[config.mk]
export PLATFORM = sky130hd
export DESIGN_NAME = spi_sat_arb
export DESIGN_NICKNAME = d
export VERILOG_FILES = /design/src/rtl/spi_sat_pkg.sv /design/src/rtl/rr_arbiter.sv /design/src/rtl/spi_sat_arb.sv
export SDC_FILE = /design/constraint.sdc
export NUM_CORES = 1
export LEC_CHECK = 0
export BUFFER_PORTS_ARGS = -buffer_cell sky130_fd_sc_hd__buf_2
export CAP_MARGIN = 20
export CORE_MARGIN = 4
export CORE_UTILIZATION = 50
export DETAILED_ROUTE_END_ITERATION = 12
export HOLD_SLACK_MARGIN = 0.06
export PLACE_DENSITY = 0.88
export SLEW_MARGIN = 15
export SYNTH_ARGS = -nofsm -noshare
export SYNTH_HDL_FRONTEND = slang
export SYNTH_SLANG_ARGS = --single-unit
[constraint.sdc]
create_clock -name clk -period 4.4 [get_ports clk]
set_input_delay 0 -clock clk [delete_from_list [all_inputs] [get_ports clk]]
set_output_delay 0 -clock clk [all_outputs]
set_load 0.02 [all_outputs]
[src/rtl/spi_sat_pkg.sv]
// Shared types and default sizing for the SPI satellite arbiter.
package spi_sat_pkg;

    localparam int N_REQ_DEF  = 4;
    localparam int TX_LEN_DEF = 1;
    localparam int RX_LEN_DEF = 1;

    typedef enum logic [1:0] {
        ST_IDLE,
        ST_LAUNCH,
        ST_WAIT,
        ST_DONE
    } sat_state_e;

endpackage

[src/rtl/rr_arbiter.sv]
// Combinational round-robin pick: first set bit of req_i scanning upward from last_i+1.
module rr_arbiter #(
    parameter int N  = 4,
    parameter int IW = $clog2(N)
) (
    input  logic [N-1:0]  req_i,
    input  logic [IW-1:0] last_i,
    output logic [N-1:0]  gnt_o,
    output logic [IW-1:0] idx_o,
    output logic          any_o
);

    logic [IW-1:0] j;

    always_comb begin
        gnt_o = '0;
        idx_o = '0;
        any_o = 1'b0;
        j     = '0;
        for (int k = 1; k <= N; k++) begin
            j = IW'((int'(last_i) + k) % N);
            if (!any_o && req_i[j]) begin
                any_o    = 1'b1;
                idx_o    = j;
                gnt_o[j] = 1'b1;
            end
        end
    end

endmodule

[src/rtl/spi_sat_arb.sv]
// Round-robin arbiter sharing one SPI engine among N_REQ requesters.
// One transfer in flight at a time: IDLE -> LAUNCH -> WAIT -> DONE.
module spi_sat_arb
    import spi_sat_pkg::*;
#(
    parameter int N_REQ  = N_REQ_DEF,
    parameter int TX_LEN = TX_LEN_DEF,
    parameter int RX_LEN = RX_LEN_DEF
) (
    input  logic                                clk,
    input  logic                                rst,
    input  logic [N_REQ-1:0]                    req_valid,
    input  logic [N_REQ-1:0][TX_LEN*8-1:0]      req_cmd,
    output logic [N_REQ-1:0]                    req_ready,
    output logic [N_REQ-1:0]                    rsp_valid,
    output logic [RX_LEN*8-1:0]                 rsp_data,
    input  logic [N_REQ-1:0]                    req_en,
    output logic                                busy,
    output logic [$clog2(N_REQ)-1:0]            grant_id,
    output logic [TX_LEN*8-1:0]                 sat_cmd,
    output logic                                sat_trmt,
    input  logic [RX_LEN*8-1:0]                 sat_resp,
    input  logic                                sat_rx_rdy,
    output logic                                sat_clr_rdy
);

    localparam int GW = $clog2(N_REQ);

    sat_state_e              state_q;
    logic [GW-1:0]           last_q;
    logic [GW-1:0]           grant_q;
    logic [TX_LEN*8-1:0]     cmd_q;
    logic [RX_LEN*8-1:0]     rsp_q;
    logic                    first_q;

    logic [N_REQ-1:0]        elig;
    logic [N_REQ-1:0]        gnt_oh;
    logic [GW-1:0]           gnt_idx;
    logic                    gnt_any;
    logic                    rx_hit;

    assign elig = req_valid & req_en;

    rr_arbiter #(.N(N_REQ), .IW(GW)) u_arb (
        .req_i  (elig),
        .last_i (last_q),
        .gnt_o  (gnt_oh),
        .idx_o  (gnt_idx),
        .any_o  (gnt_any)
    );

    // The first WAIT cycle is blind: the engine may still show the previous done flag.
    assign rx_hit = (state_q == ST_WAIT) && !first_q && sat_rx_rdy;

    always_ff @(posedge clk) begin
        if (rst) begin
            state_q <= ST_IDLE;
            last_q  <= GW'(N_REQ - 1);
            grant_q <= '0;
            cmd_q   <= '0;
            rsp_q   <= '0;
            first_q <= 1'b0;
        end else begin
            case (state_q)
                ST_IDLE: begin
                    if (gnt_any) begin
                        grant_q <= gnt_idx;
                        cmd_q   <= req_cmd[gnt_idx];
                        state_q <= ST_LAUNCH;
                    end
                end
                ST_LAUNCH: begin
                    first_q <= 1'b1;
                    state_q <= ST_WAIT;
                end
                ST_WAIT: begin
                    first_q <= 1'b0;
                    if (rx_hit) begin
                        rsp_q   <= sat_resp;
                        state_q <= ST_DONE;
                    end
                end
                ST_DONE: begin
                    last_q  <= grant_q;
                    state_q <= ST_IDLE;
                end
                default: state_q <= ST_IDLE;
            endcase
        end
    end

    assign req_ready   = (state_q == ST_IDLE) ? gnt_oh : '0;
    assign rsp_valid   = (state_q == ST_DONE) ? (N_REQ'(1) << grant_q) : '0;
    assign rsp_data    = rsp_q;
    assign busy        = (state_q != ST_IDLE);
    assign grant_id    = grant_q;
    assign sat_cmd     = cmd_q;
    assign sat_trmt    = (state_q == ST_LAUNCH);
    assign sat_clr_rdy = rx_hit;

endmodule

==> results.md, run 1 <==
- The run finished with clean final reports.
- The final HPWL from detailed placement is 4.20 mm.
- Data arrives at the worst endpoint at 3.07 ns.
- The routed via count divided by cell count is 5.91.
- The number of clock buffers inserted by TritonCTS is 3.
- The transition time at the pin with the least slew margin is 0.751 ns.
- In this run the power density over the cells is 480 nW/um2.
- Max-cap violations in this run came to 0.
- CTS built an H-tree with a depth of 1.
- After synthesis, flip-flops and latches occupy 24.2% of the total area.
- The worst slew slack as a fraction of its limit is 49.9%.
- The average wire per cell in the routed design is 15.2 um.
- Of the cells placed in the final design, the portion with a size suffix greater than 1 is 32.2%.
- Compared with the post-synthesis result, the final layout area differs by 29.6%.
- The number of enable flip-flop cells after synthesis is 0.
- The main combinational cell family by area after synthesis is simple AND/OR/NAND/NOR gates.
- Clock latency on the worst-skew pair, taken at its later pin, is 0.27 ns.
- After the first detailed-routing iteration, the DRC count stood at 225.
- The antenna diode count is 0.
- In the routed design, unresolved DRC markers number 0.
- After synthesis, the share of cell area in mux cells is 10.4%.
- The die is 69.7 um tall.
- The clock tree buffer depth is 2.
- After detailed routing, the total wire length is 5.70 mm.
- The fmax is 346 MHz.
- The most common flop cell mapped by yosys is sky130_fd_sc_hd__dfxtp_1.
- The synthesized instance count is 241.
- After clock tree synthesis, the flow added hold-fix buffers numbering 9.
- The worst path uses 65.8% of the clock period.
- The setup TNS after final layout is 0 ns.
- The largest net degree at the start of global routing is 26.
- The largest total area in the synthesized netlist belongs to sky130_fd_sc_hd__dfxtp_1.
- The total count of hold-check failures in the final report is 0.
- The number of filler cells placed in the layout is 323.
- The Yosys step of the flow raised 0 warnings.
- Summed over all layers, the global routing overflow is 0.
- In this run the tool buffered the top-level ports with 79 buffer cells.
- The die is 69.7 um wide.
- The setup slack after placement is 1.57 ns.
- Clock-pin slew was measured on the worst setup and hold paths at 0.09 ns.
- The leakage component of the power is 1.12 nW.
- The first global-routing pass estimated 9.27 mm of wire.
- Counting every sink on the clock net gives 23.
- Summing the areas of all compound-gate instances in the mapped netlist gives 26.1% of the synthesized area.
- The routed layout has 2212 vias.
- The number of placed I/O pins is 80.
- Counting every net in the synthesized netlist gives 304.
- In this run, distinct cell masters in the synthesized netlist total 52.
- The post-synthesis share of cell area spent on and, or, nand and nor gates is 27.1%.
- The effective utilization at floorplan is 51.9%.
- The number of cells upsized or downsized after cts is 0.
- The via count of the first global-routing pass is 2070.
- The synthesized-area fraction occupied by xor and xnor cells is 0.461%.
- The first-pass iteration count of the detailed router is 5.
- Counting flops and latches in the post-synthesis netlist gives 23.
- The path type of the worst min-delay path is in -> reg.
- The routed design could run at a clock period as short as 2.89 ns.
- The weighted congestion reported at the end of routability-driven placement is 0.914.
- The root buffer cell is sky130_fd_sc_hd__clkbuf_8.
- In the global route stage, overall resource usage came out at 22.6%.
- Of all nets on the critical path, the largest fanout is 9.
- Dividing the synthesized area by the synthesized cell count gives 7.89 um2.
- After synthesis the cells add up to 1900 um2.
- The number of antenna violations at the first check in global routing is 0.
- The path type of the worst setup path is reg -> reg.
- The top cell type's share of synthesized area is 24.2%.
- The worst-case IR drop observed on VDD is 0.290 mV.
- The site row count is 22.
- Setup repair after global routing left no endpoint under its margin.
- The TritonCTS clock tree is yes.
- The number of nets in the final layout is 390.
- Between clock sinks in the finished design, the worst skew comes to 0.00368 ns.
- The buffers inserted during post-CTS setup optimization is 0.
- The number of max-slew violations in the final report is 0.
- The die covers 4850 um2.
- The final antenna-violating net count is 0.
- The endpoint required time on the critical path is 4.58 ns.
- After Yosys synthesis, full adders, half adders and majority gates account for 7.90% of the synthesized area.
- The worst setup path is launched from a flip-flop.
- The number of failing setup endpoints in the final timing report is 0.
- The fraction of registers with async set or reset after synthesis is 0%.
- The area of the core region is 3660 um2.
- After layout, the worst setup slack is 1.51 ns.
- The kind of end point of the critical path is a flip-flop.
- Sorting the synthesized cells by area gives the leading types as sky130_fd_sc_hd__dfxtp_1 (24%), sky130_fd_sc_hd__nand2_1 (8.9%), sky130_fd_sc_hd__ha_1 (7.9%).
-- per-layer routing --
metal  part of all wire, %  track usage, %  vias up
li1                      -               -     1072
met5                     0               0        -
met1                    40            27.9     1010
met2                    48            37.9      122
met3                    10            6.96        8
met4                   1.4            6.38        0
-- flip-flops by register name (all words and copies together), names as in the netlist --
register  flops
grant_id      2
state_q       2
first_q       1
sat_cmd       8
last_q        2
rsp_data      8
-- layout make-up --
cell class / count / area, um2 / area share, %
Multi-Input combinational cell: 201 / 1370 / 55.5
Timing Repair Buffer: 89 / 493 / 20.0
Clock inverter: 1 / 7.51 / 0.305
Inverter: 9 / 33.8 / 1.37
Tap cell: 48 / 60.1 / 2.44
Clock buffer: 3 / 41.3 / 1.68
Sequential cell: 23 / 460 / 18.7
-- kinds of logic after synthesis --
| group | after synthesis |
|---|---|
| xor+xnor | 1 |
| compound gates | 63 |
| simple gates | 109 |
| mux | 16 |
| buf+inv | 17 |
| fa+ha+maj | 12 |
| flops | 23 |
-- path summary, 6_finish.rpt --
check	from	to	slack (ns)	cells past startpoint
min	req_cmd[13]	sat_cmd[5]	0.06	3
min reg2reg	rsp_data[1]	rsp_data[1]	0.46	2
max	last_q[1]	sat_cmd[5]	1.51	8
max reg2reg	last_q[1]	sat_cmd[5]	1.51	8
-- layout by cell type, fill, tap and decap left out, drive strengths merged, types with 2 or more instances in the layout --
cell,count
buf,80
nand2,45
dfxtp,23
nor2,22
nor3,19
a21oi,17
ha,12
dlygate4sd3,9
inv,8
mux2i,7
mux2,7
o21ai,6
a311o,5
a2111oi,5
nand3,5
and2,4
a222oi,4
a211oi,4
o211ai,3
clkbuf,3
nand2b,3
mux4,2
or3,2
a21boi,2
nand3b,2
a32oi,2
o32a,2
o22a,2
a31oi,2
-- critical path, stage by stage, from the launching register on --
cell                        delay (ns)
sky130_fd_sc_hd__dfxtp_1          0.51
sky130_fd_sc_hd__inv_1            0.20
sky130_fd_sc_hd__ha_1             0.39
sky130_fd_sc_hd__o311a_1          0.39
sky130_fd_sc_hd__o31a_1           0.30
sky130_fd_sc_hd__nand2_1          0.27
sky130_fd_sc_hd__nor2_1           0.18
sky130_fd_sc_hd__a311o_1          0.31
sky130_fd_sc_hd__a2111oi_2        0.26
-- Yosys cell counts, types with 6 or more instances --
cell,count
sky130_fd_sc_hd__nor3_1,19
sky130_fd_sc_hd__ha_1,12
sky130_fd_sc_hd__o21ai_0,6
sky130_fd_sc_hd__nand2_1,45
sky130_fd_sc_hd__a21oi_1,17
sky130_fd_sc_hd__nor2_1,20
sky130_fd_sc_hd__inv_1,7
sky130_fd_sc_hd__mux2_2,6
sky130_fd_sc_hd__dfxtp_1,23
sky130_fd_sc_hd__mux2i_1,7
sky130_fd_sc_hd__clkbuf_1,6
-- metrics by stage --
stage               std cells  cell area (um2)  utilization (%)  total power [mW]  hold WS (ns)
floorplan                 241             1900                -             0.843         0.136
global placement          361             2320             63.5              1.01         0.241
detailed placement        361             2320             63.5              1.03         0.247
CTS                       374             2460             67.3              1.18        0.0635
global route              374             2460             67.3              1.27        0.0670
finish                    374             2460             67.3              1.18        0.0630
-- power breakdown --
group	internal [mW]	switching (mW)	total [mW]
clock	0.0642	0.0784	0.143
sequential	0.270	0.0446	0.314
combinational	0.279	0.448	0.727
(Power assumes the default switching activity.)
==> run 2, diff against run 1 <==
--- a/config.mk
+++ b/config.mk
@@ -8,10 +8,10 @@
 export BUFFER_PORTS_ARGS = -buffer_cell sky130_fd_sc_hd__buf_2
 export CAP_MARGIN = 20
 export CORE_MARGIN = 4
-export CORE_UTILIZATION = 50
+export CORE_UTILIZATION = 48
 export DETAILED_ROUTE_END_ITERATION = 12
 export HOLD_SLACK_MARGIN = 0.06
-export PLACE_DENSITY = 0.88
+export PLACE_DENSITY = 0.85
 export SLEW_MARGIN = 15
 export SYNTH_ARGS = -nofsm -noshare
 export SYNTH_HDL_FRONTEND = slang
==> constraint.sdc (replaced) <==
create_clock -name clk -period 2.9 [get_ports clk]
set_input_delay 0 -clock clk [delete_from_list [all_inputs] [get_ports clk]]
set_output_delay 0 -clock clk [all_outputs]
set_load 0.02 [all_outputs]
==> run 2 against run 1 <==
Cell count up 1.9%. Die area up 3.7%. Combinational power up 58%. Largest cell class unchanged. Maximum frequency up 13%. Non-clock buffer count up 7. Utilization down 0.081 points. Global-route usage up 0.33 points.
==> results.md, run 2 (synthesis gave the netlist of run 1 again) <==
- The weighted congestion reported at the end of routability-driven placement is 0.846 (was 0.914).
- The total DRC errors in the routed layout came to 0 (unchanged).
- The TritonCTS clock tree is yes (unchanged).
- The wire length of the first global-routing pass is 9.56 mm (was 9.27 mm).
- The site row count was 22 (unchanged).
- The footprint of the flip-flops and latches is 460 um2 (unchanged).
- The critical path's slowest cell was sky130_fd_sc_hd__mux4_2 (was sky130_fd_sc_hd__dfxtp_1).
- The total power of the final layout is 1.84 mW (was 1.18 mW).
- The number of cells upsized or downsized after cts is 0 (unchanged).
- Cell chain of the critical path: buf_4 -> mux4_2 -> or2_4 -> nand2b_2 -> nand2_1 -> a311o_1 -> a2111oi_2 (was inv_1 -> ha_1 -> o311a_1 -> o31a_1 -> nand2_1 -> nor2_1 -> a311o_1 -> a2111oi_2).
- The number of antenna violations at the first check in global routing was 0 (unchanged).
- The transition time at the pin with the least slew margin is 0.544 ns (was 0.751 ns).
- The total congestion overflow is 0 (unchanged).
- The number of filler cells placed in the layout is 319 (was 323).
- The area occupied by multi-input gates is 1370 um2 (unchanged).
- The number of max-slew violations in the final report came to 0 (unchanged).
- The worst slew slack as a fraction of its limit came to 63.6% (was 49.9%).
- The layout overhead on the synthesized area was 32.4% (was 29.6%).
- The routed via count divided by cell count was 5.87 (was 5.91).
- The overall routed net length was 5.84 mm (was 5.70 mm).
- The effective utilization at floorplan is 50.8% (was 51.9%).
- The buffers inserted during post-CTS setup optimization is 0 (unchanged).
- The die extent in x is 70.9 um (was 69.7 um).
- The area of the die is 5030 um2 (was 4850 um2).
- The most common cell after layout, fill and taps aside is sky130_fd_sc_hd__buf_2 (unchanged).
- The total power per unit cell area is 731 nW/um2 (was 480 nW/um2).
- The maximum level of the CTS H-tree is 1 (unchanged).
- The setup clock skew after layout was 0.00689 ns (was 0.00368 ns).
- The kind of end point of the critical path was a flip-flop (unchanged).
- The layout cell share with drive strength beyond 1 came to 33.6% (was 32.2%).
- The overall fraction of global-route tracks in use is 22.9% (was 22.6%).
- The number of failing setup endpoints in the final timing report is 0 (unchanged).
- The final HPWL from detailed placement came to 4.17 mm (was 4.20 mm).
- The final period utilization is 88.6% (was 65.8%).
- The leakage component of the power is 1.15 nW (was 1.12 nW).
- The final antenna-violating net count was 0 (unchanged).
- The violation count after the first detailed-routing iteration is 213 (was 225).
- The number of placed I/O pins is 80 (unchanged).
- RSZ-0062 raised after global routing: false (unchanged).
- The number of nets in the final layout was 397 (was 390).
- The max-cap violation count was 0 (unchanged).
- The total count of hold-check failures in the final report is 0 (unchanged).
- The antenna diode count was 0 (unchanged).
- The maximum resistive drop on vdd is 0.530 mV (was 0.290 mV).
- The via count of the first global-routing pass came to 2148 (was 2070).
- The arrival time reported for the critical path endpoint was 2.75 ns (was 3.07 ns).
- The source-to-sink clock delay at the later pin of the worst-skew pair is 0.28 ns (was 0.27 ns).
- The area of the core region is 3740 um2 (was 3660 um2).
- The count of buffers inserted at the top-level ports is 79 (unchanged).
- The largest net degree at the start of global routing is 26 (unchanged).
- The clock edge transition at the registers on the reported setup and hold paths came to 0.10 ns (was 0.09 ns).
- Commonest non-fill, non-tap cells in the layout: sky130_fd_sc_hd__buf_2 (79), sky130_fd_sc_hd__nand2_1 (45), sky130_fd_sc_hd__dfxtp_1 (23), sky130_fd_sc_hd__nor2_1 (20), sky130_fd_sc_hd__nor3_1 (19) (unchanged).
- The die boundary height is 70.9 um (was 69.7 um).
- The root buffer cell was sky130_fd_sc_hd__clkbuf_8 (unchanged).
- The sink count of the clock tree came to 23 (unchanged).
- The fmax came to 389 MHz (was 346 MHz).
- Result of the run: completed (unchanged).
- The first-pass iteration count of the detailed router is 6 (was 5).
- The largest incremental delay on the critical path is 0.61 ns (was 0.51 ns).
- The clock tree buffer depth is 2 (unchanged).
- The number of clock buffers inserted by TritonCTS is 3 (unchanged).
- The minimum period implied by the final worst setup slack is 2.57 ns (was 2.89 ns).
- The kind of launch point of the worst setup path is a flip-flop (unchanged).
- The setup TNS after final layout is 0 ns (unchanged).
- The vias after detailed routing was 2238 (was 2212).
- The path type of the worst min-delay path was in -> reg (unchanged).
- The average wire per cell in the routed design is 15.3 um (was 15.2 um).
- The path type of the worst setup path is reg -> reg (unchanged).
- The peak fanout along the critical path is 25 (was 9).
- The endpoint required time on the critical path is 3.08 ns (was 4.58 ns).
[run 2: path summary, 6_finish.rpt]
kind	cells after the start	from	endpoint	slack, ns
worst max-delay path	7	last_q[0]	sat_cmd[5]	0.33
worst max register to register	7	last_q[0]	sat_cmd[5]	0.33
worst min register to register	2	rsp_data[7]	rsp_data[7]	0.46
worst min-delay path	3	req_cmd[11]	sat_cmd[3]	0.07
[run 2: worst max-delay path, delay by kind of cell (launching register included)]
kind / cells / cell delay (ns)
mux: 1 / 0.61
simple gates: 3 / 0.57
compound gates: 2 / 0.66
buf+inv: 1 / 0.28
flops: 1 / 0.35
[run 2: timing repair]
action / CTS / global route
hold buffers: 9 / 0
endpoints found under the hold margin: 9 / 0
setup endpoints to repair: 0 / 0
[run 2: power breakdown]
group / switching (mW) / internal [mW]
Clock: 0.120 / 0.0976
Combinational: 0.690 / 0.459
Sequential: 0.0625 / 0.409
Total: 0.873 / 0.966
[run 2: area by class of cell]
type | instances | share of cell area [%]
Clock buffer | 3 | 1.64
Clock inverter | 1 | 0.298
Inverter | 9 | 1.34
Multi-Input combinational cell | 201 | 54.4
Sequential cell | 23 | 18.3
Tap cell | 48 | 2.39
Timing Repair Buffer | 96 | 21.7
[run 2: layer usage]
metal / GRT usage [%] / wire length (um) / vias up
li1: - / - / 1090
met1: 28.0 / 2330 / 986
met2: 38.3 / 2730 / 145
met3: 6.68 / 653 / 17
met4: 8.14 / 130 / 0
met5: 0 / 0 / -
[run 2: through the flow]
step | hold WS (ns) | instance area, um2 | setup WS [ns] | utilization [%] | std cells
3_3_place_gp | 0.241 | 2380 | 0.430 | 63.5 | 368
5_1_grt | 0.0715 | 2520 | 0.131 | 67.2 | 381
3_5_place_dp | 0.248 | 2380 | 0.339 | 63.5 | 368
2_1_floorplan | 0.136 | 1900 | 0.0938 | - | 241
4_1_cts | 0.0624 | 2520 | 0.329 | 67.2 | 381
6_report | 0.0705 | 2520 | 0.330 | 67.2 | 381
